`config.mk`:
```
export PLATFORM = sky130hd
export DESIGN_NAME = game_ctrl
export DESIGN_NICKNAME = d
export VERILOG_FILES = /design/src/rtl/game_pkg.sv /design/src/rtl/game_tick.sv /design/src/rtl/game_ctrl.sv
export SDC_FILE = /design/constraint.sdc
export NUM_CORES = 1
export LEC_CHECK = 0
export CAP_MARGIN = 10
export CELL_PAD_IN_SITES_DETAIL_PLACEMENT = 1
export CELL_PAD_IN_SITES_GLOBAL_PLACEMENT = 2
export CORE_MARGIN = 10
export CORE_UTILIZATION = 31
export DETAILED_ROUTE_END_ITERATION = 8
export PLACE_DENSITY = 0.83
export SLEW_MARGIN = 5
export SYNTH_ARGS = -nofsm -noshare
export SYNTH_HDL_FRONTEND = slang
export SYNTH_HIERARCHICAL = 1
export SYNTH_SLANG_ARGS = --single-unit
export TNS_END_PERCENT = 30
```
`constraint.sdc`:
```
create_clock -name clk -period 2.3 [get_ports clk]
set_clock_uncertainty 0.1 [all_clocks]
set_input_delay 0.46 -clock clk [delete_from_list [all_inputs] [get_ports clk]]
set_output_delay 0.46 -clock clk [all_outputs]
set_load 0.02 [all_outputs]
```
`src/rtl/game_pkg.sv`:
```
// ---------------------------------------------------------------------------
// game_pkg -- shared definitions for the game controller.
//
// Contents:
//   game_state_e   FSM state enum with fixed encodings (IDLE=0 .. DONE=3)
//   PLAYER_W       width of player count / player index
//   CDOWN_W        width of the pre-game countdown
//   TURN_W         width of the per-turn timer
//   next_player()  round-robin successor of a player index
// ---------------------------------------------------------------------------
package game_pkg;

  localparam int PLAYER_W = 3;
  localparam int CDOWN_W  = 4;
  localparam int TURN_W   = 8;

  typedef enum logic [1:0] {
    GS_IDLE      = 2'd0,
    GS_COUNTDOWN = 2'd1,
    GS_PLAY      = 2'd2,
    GS_DONE      = 2'd3
  } game_state_e;

  // Successor of cur in a ring of count players. count is never 0 and cur
  // stays below count, so cur + 1 cannot overflow the 3-bit width.
  function automatic logic [PLAYER_W-1:0] next_player(
    input logic [PLAYER_W-1:0] cur,
    input logic [PLAYER_W-1:0] count
  );
    logic [PLAYER_W-1:0] inc;
    inc = cur + PLAYER_W'(1);
    if (inc >= count) begin
      return '0;
    end
    return inc;
  endfunction

endpackage

```
`src/rtl/game_tick.sv`:
```
// ---------------------------------------------------------------------------
// game_tick -- game-tick prescaler.
//
// Counts 0..TICK_DIV-1 while en is high and pulses tick on the cycle the
// count wraps. The count is held at 0 while en is low and forced to 0 by clr.
//
// Parameters:
//   TICK_DIV  clk cycles per tick (>= 1)
// Ports:
//   clk   in   system clock
//   rst   in   synchronous active-high reset
//   en    in   count enable
//   clr   in   restart the tick period from 0
//   tick  out  one-cycle pulse on wrap (combinational from the count)
// ---------------------------------------------------------------------------
module game_tick #(
  parameter int TICK_DIV = 50_000_000
) (
  input  logic clk,
  input  logic rst,
  input  logic en,
  input  logic clr,
  output logic tick
);

  localparam int CW = (TICK_DIV > 1) ? $clog2(TICK_DIV) : 1;
  localparam logic [CW-1:0] LAST = CW'(TICK_DIV - 1);

  logic [CW-1:0] cnt;

  assign tick = en && (cnt == LAST);

  always_ff @(posedge clk) begin
    if (rst || clr || !en) begin
      cnt <= '0;
    end else if (cnt == LAST) begin
      cnt <= '0;
    end else begin
      cnt <= cnt + 1'b1;
    end
  end

endmodule

```
`src/rtl/game_ctrl.sv`:
```
// ---------------------------------------------------------------------------
// game_ctrl -- turn-based game controller.
//
// Player count is selected in IDLE with up/down, start runs a countdown,
// then turns rotate round-robin in PLAY. up+down together end the game.
//
//   state     | meaning
//   ----------+-----------------------------------------------------------
//   IDLE  (0) | select player_count with up/down; start begins countdown
//   CDOWN (1) | countdown ticks to PLAY; start aborts back to IDLE
//   PLAY  (2) | turns rotate on start (and on turn expiry if enabled)
//   DONE  (3) | game over, results held; start returns to IDLE
//
// Build option:
//   GAME_CTRL_TURN_TIMER_EN  defined: per-turn timer with timeout pulse;
//                            undefined: turn_time/turn_timeout tied to 0 and
//                            the prescaler only runs during the countdown.
//
// Parameters: MAX_PLAYERS (2..7), TICK_DIV, COUNTDOWN (1..15),
//             TURN_SECS (1..255)
// Ports:
//   clk           in   system clock
//   rst           in   synchronous active-high reset
//   up/down/start in   registered button levels
//   state         out  FSM state encoding
//   player_count  out  selected number of players
//   cur_player    out  active player index, 0-based
//   countdown     out  remaining countdown ticks
//   turn_time     out  remaining ticks in the current turn
//   turn_timeout  out  one-cycle pulse when a turn expires
// ---------------------------------------------------------------------------
module game_ctrl
  import game_pkg::*;
#(
  parameter int MAX_PLAYERS = 4,
  parameter int TICK_DIV    = 50_000_000,
  parameter int COUNTDOWN   = 3,
  parameter int TURN_SECS   = 10
) (
  input  logic              clk,
  input  logic              rst,
  input  logic              up,
  input  logic              down,
  input  logic              start,
  output logic [1:0]        state,
  output logic [2:0]        player_count,
  output logic [2:0]        cur_player,
  output logic [3:0]        countdown,
  output logic [7:0]        turn_time,
  output logic              turn_timeout
);

  localparam logic [1:0] S_IDLE  = GS_IDLE;
  localparam logic [1:0] S_CDOWN = GS_COUNTDOWN;
  localparam logic [1:0] S_PLAY  = GS_PLAY;
  localparam logic [1:0] S_DONE  = GS_DONE;

  localparam logic [PLAYER_W-1:0] PC_MAX  = PLAYER_W'(MAX_PLAYERS);
  localparam logic [PLAYER_W-1:0] PC_MIN  = PLAYER_W'(1);
  localparam logic [CDOWN_W-1:0]  CD_INIT = CDOWN_W'(COUNTDOWN);

  // Elaboration-time guard on the legal parameter ranges.
  if (MAX_PLAYERS < 2 || MAX_PLAYERS > 7) begin : g_bad_max_players
    $error("game_ctrl: MAX_PLAYERS out of range 2..7");
  end
  if (COUNTDOWN < 1 || COUNTDOWN > 15) begin : g_bad_countdown
    $error("game_ctrl: COUNTDOWN out of range 1..15");
  end
  if (TURN_SECS < 1 || TURN_SECS > 255) begin : g_bad_turn_secs
    $error("game_ctrl: TURN_SECS out of range 1..255");
  end
  if (TICK_DIV < 1) begin : g_bad_tick_div
    $error("game_ctrl: TICK_DIV must be at least 1");
  end

  // Button edge detection
  logic up_q, down_q, start_q;
  logic up_p, down_p, start_p;

  assign up_p    = up    && !up_q;
  assign down_p  = down  && !down_q;
  assign start_p = start && !start_q;

  // Prescaler
  logic tick_en;
  logic tick;

  // Every start pulse either changes state or restarts the turn, so it can
  // always restart the tick period; in IDLE/DONE the count is held anyway.
`ifdef GAME_CTRL_TURN_TIMER_EN
  assign tick_en = (state == S_CDOWN) || (state == S_PLAY);
`else
  assign tick_en = (state == S_CDOWN);
`endif

  game_tick #(
    .TICK_DIV (TICK_DIV)
  ) u_tick (
    .clk  (clk),
    .rst  (rst),
    .en   (tick_en),
    .clr  (start_p),
    .tick (tick)
  );

  logic turn_expire;
  logic end_game;
  logic cd_done;

  assign end_game = up_p && down_p;
  assign cd_done  = (state == S_CDOWN) && !start_p && tick && (countdown == CDOWN_W'(1));

  // Main FSM, player selection and turn rotation
  always_ff @(posedge clk) begin
    if (rst) begin
      state        <= S_IDLE;
      player_count <= PC_MIN;
      cur_player   <= '0;
      countdown    <= '0;
      up_q         <= 1'b0;
      down_q       <= 1'b0;
      start_q      <= 1'b0;
    end else begin
      up_q    <= up;
      down_q  <= down;
      start_q <= start;

      case (state)
        S_IDLE: begin
          if (start_p) begin
            state     <= S_CDOWN;
            countdown <= CD_INIT;
          end else if (up_p && !down_p) begin
            if (player_count < PC_MAX) begin
              player_count <= player_count + 1'b1;
            end
          end else if (down_p && !up_p) begin
            if (player_count > PC_MIN) begin
              player_count <= player_count - 1'b1;
            end
          end
        end

        S_CDOWN: begin
          if (start_p) begin
            state     <= S_IDLE;
            countdown <= '0;
          end else if (cd_done) begin
            state      <= S_PLAY;
            countdown  <= '0;
            cur_player <= '0;
          end else if (tick) begin
            countdown <= countdown - 1'b1;
          end
        end

        S_PLAY: begin
          if (end_game) begin
            state <= S_DONE;
          end else if (start_p || turn_expire) begin
            cur_player <= next_player(cur_player, player_count);
          end
        end

        S_DONE: begin
          if (start_p) begin
            state      <= S_IDLE;
            cur_player <= '0;
          end
        end

        default: begin
          state <= S_IDLE;
        end
      endcase
    end
  end

`ifdef GAME_CTRL_TURN_TIMER_EN
  localparam logic [TURN_W-1:0] TURN_INIT = TURN_W'(TURN_SECS);

  // Start and end-game take precedence over an expiring tick, so a
  // simultaneous start advances the turn once without a timeout pulse.
  assign turn_expire = (state == S_PLAY) && !end_game && !start_p && tick &&
                       (turn_time == TURN_W'(1));

  always_ff @(posedge clk) begin
    if (rst) begin
      turn_time    <= '0;
      turn_timeout <= 1'b0;
    end else begin
      turn_timeout <= 1'b0;
      if (cd_done) begin
        turn_time <= TURN_INIT;
      end else if (state == S_PLAY) begin
        if (end_game) begin
          turn_time <= '0;
        end else if (start_p) begin
          turn_time <= TURN_INIT;
        end else if (turn_expire) begin
          turn_time    <= TURN_INIT;
          turn_timeout <= 1'b1;
        end else if (tick) begin
          turn_time <= turn_time - 1'b1;
        end
      end
    end
  end
`else
  assign turn_expire  = 1'b0;
  assign turn_time    = '0;
  assign turn_timeout = 1'b0;
`endif

endmodule

```
==> results_dict.tcl <==
set metrics [dict create \
    cp_top_family "simple AND/OR/NAND/NOR gates" \
    hold_viol 0 \
    cts_tree "built" \
    portBuffers 16 \
    synth_flop_cell "dfxtp_1" \
    grtUsageMet3_pct 3.045 \
    status "completed" \
    antenna_found_initial 0 \
    h-tree-depth 2 \
    overflow 0 \
    maxSlewViolCount 0 \
    dieArea_um2 11070 \
    power_density_nw_per_um2 473.5 \
    worstSetupEndpointType "flip-flop" \
    synth_edf_count 0 \
    crit_path_max_incr_delay_ns 0.43 \
    cts_setup_buffers 0 \
    nets 324 \
    design.core.area_um2 7137 \
    rows 31 \
    period_minus_slack_ns 2.154 \
    clock_latency_ns 0.30 \
    grt_pass1_wl_um 10110 \
    max_freq_mhz 464.2 \
    ios 26 \
    worst_pin_slew_ns 0.7693 \
    p_leak_nw 1.072 \
    drc 0 \
    yosysUniqueCellTypes 56 \
    num_vias 2030 \
    clock_path_buffers 2 \
    holdCritPathClass "primary input to flip-flop" \
    critPathRequiredTime_ns 2.43 \
    power.total_mw 1.369 \
    ys_seq_elements 41 \
    drt_iter0_drc 70 \
    synthCells 254 \
    cts-root-buf "clkbuf_8" \
    grt_pass1_vias 2142 \
    grtUsageMet1_pct 12.87 \
    grt_max_degree 14 \
    cp_max_fo 3 \
    arrival_ns 2.28 \
    placed_area_um2 2736 \
    design_area_um2 2890 \
    wirelength_um 5994 \
    synthTopCellsByArea "dfxtp_1 36%, ha_1 6.7%, buf_4 4.3%" \
    relSlewSlack_pct 48.32 \
    crit_slowest_cell "or4_4" \
    critical_path.startpoint_type "flip-flop" \
    cp.buffers_inverters 1 \
    viasPerCell 4.988 \
    cts.clk_slew.worst_paths_ns 0.08 \
    critical_path_class "flip-flop to flip-flop" \
    use_met2_pct 18.09 \
    grt_usage_pct 10.70 \
    numCtsBuffers 5 \
    ir_worst_vdd_uv 264.3 \
    finalSetupViolations 0 \
    synth_top_cell_by_area "dfxtp_1" \
    hpwl_um 4333 \
    yosysWarnings 6 \
    die_w_um 105.2 \
    diodes 0 \
    timing.reg2reg.setup_slack_ns 0.15 \
    gp_congestion 0.7526 \
    wl_per_cell_um 14.73 \
    syn_area_um2 2251 \
    yosysMostFrequentCell "dfxtp_1" \
    yosys.area.top_type_share_pct 36.46 \
    crit_chain "ha_1 > and3_1 > nand2_2 > nor4_2 > and4bb_2 > buf_4 > or4_4 > o22a_1 > mux2i_1" \
    ys_async_sr_fraction_pct 0 \
    syn_to_final_growth_pct 28.40 \
    avgSynthCellArea_um2 8.862 \
    ant_nets 0 \
    die_y_um 105.2 \
    drive_gt1_share_pct 23.05 \
    finalCritPeriodShare_pct 93.67 \
    clock_sinks 41 \
    maxCapViolCount 0 \
    top_usage_layer "met2" \
    synthTopCellsByCount "41 x dfxtp_1, 19 x nor2_1, 15 x a21oi_1" \
    start_util_pct 31.54 \
    synth_seq_area_share_pct 36.46 \
    first_pass_iters 4 \
]
-- final cells by class --
cell class | count | area [µm²]
Clock buffer | 6 | 72.57
Clock inverter | 2 | 10.01
Fill cell | 872 | 4247
Inverter | 15 | 56.30
Multi-Input combinational cell | 190 | 1360
Sequential cell | 41 | 820.8
Tap cell | 99 | 123.9
Timing Repair Buffer | 54 | 446.7
-- worst register-to-register path, cell delays in order (launching register included) --
cell and delay [ns]:
dfxtp_1 0.32, ha_1 0.21, and3_1 0.20, nand2_2 0.09, nor4_2 0.05, and4bb_2 0.25, buf_4 0.14, or4_4 0.43
o22a_1 0.19, mux2i_1 0.11
-- routing by layer --
metal / routed length, µm / vias to the layer above
li1: - / 1001
met1: 2696 / 996
met2: 3005 / 26
met3: 203 / 7
met4: 89 / 0
met5: 0 / -
-- repair_timing --
| item | CTS | global route |
|---|---|---|
| cloned | 1 | 0 |
| hold buffers | 0 | 0 |
| pin swaps | 3 | 3 |
| endpoints found under the setup margin | 28 | 23 |
| resized for setup | 4 | 8 |
-- final timing paths --
kind                                           startpoint                   endpoint  depth (start not counted)
worst max register to register   u_tick/cnt[0]$_SDFF_PP0_  countdown[3]$_SDFFE_PP0P_                          9
worst max-delay path             u_tick/cnt[0]$_SDFF_PP0_  countdown[3]$_SDFFE_PP0P_                          9
worst min register to register  u_tick/cnt[23]$_SDFF_PP0_  u_tick/cnt[23]$_SDFF_PP0_                          2
worst min-delay path                                 down          down_q$_SDFF_PP0_                          2
-- metrics by stage --
stage                     cells  utilization [%]  setup TNS, ns  setup slack (ns)  hold WS [ns]
after CTS                   407            39.94      -0.001037         -0.001037        0.3956
after detailed placement    398            38.34         -1.657           -0.4911        0.3846
after global routing        407            40.50       -0.07710          -0.03708        0.3629
after global placement      398            38.34         -1.021           -0.4176        0.3628
after floorplan             262                -              0           0.08278        0.3377
final                       407            40.50              0            0.1456        0.3578
-- power breakdown --
| group | internal (mW) | total (mW) | switching, mW |
|---|---|---|---|
| logic | 0.0718 | 0.163 | 0.0911 |
| clock network | 0.211 | 0.475 | 0.264 |
| registers | 0.720 | 0.731 | 0.0103 |
| total | 1.00 | 1.37 | 0.365 |
-- registers in the layout, indices dropped and copies added (netlist names), named ones only --
register	count
countdown	4
cur_player	3
down_q	1
player_count	3
start_q	1
state	1
u_tick/cnt	26
up_q	1
-- layout by cell type, fill, tap and decap left out, types with 3 or more instances in the layout --
cell type,instances
nor2_1,19
nand2b_1,5
a21oi_1,15
nor3_1,5
conb_1,9
clkbuf_8,5
o21ai_0,9
buf_4,38
xnor2_1,7
clkdlybuf4s50_1,14
nor2b_1,4
o31ai_1,5
dfxtp_1,41
and4_1,3
ha_1,11
or4_1,6
nand4_1,7
nand2_1,12
inv_1,14
xor2_1,9
nand3_1,10
or3_1,8
-- kinds of logic after synthesis --
| kind of cell | Yosys count | share of synthesized area, % |
|---|---|---|
| buffers and inverters | 32 | 7.559 |
| DFF | 41 | 36.46 |
| xor gates and xnor gates | 16 | 6.226 |
| and+or+nand+nor | 104 | 28.13 |
| AOI/OAI and AO/OA | 46 | 13.90 |
| muxes | 2 | 0.8894 |
| other | 1 | 0.1666 |
| adders and majority gates | 12 | 6.670 |
(Power assumes the default switching activity.)
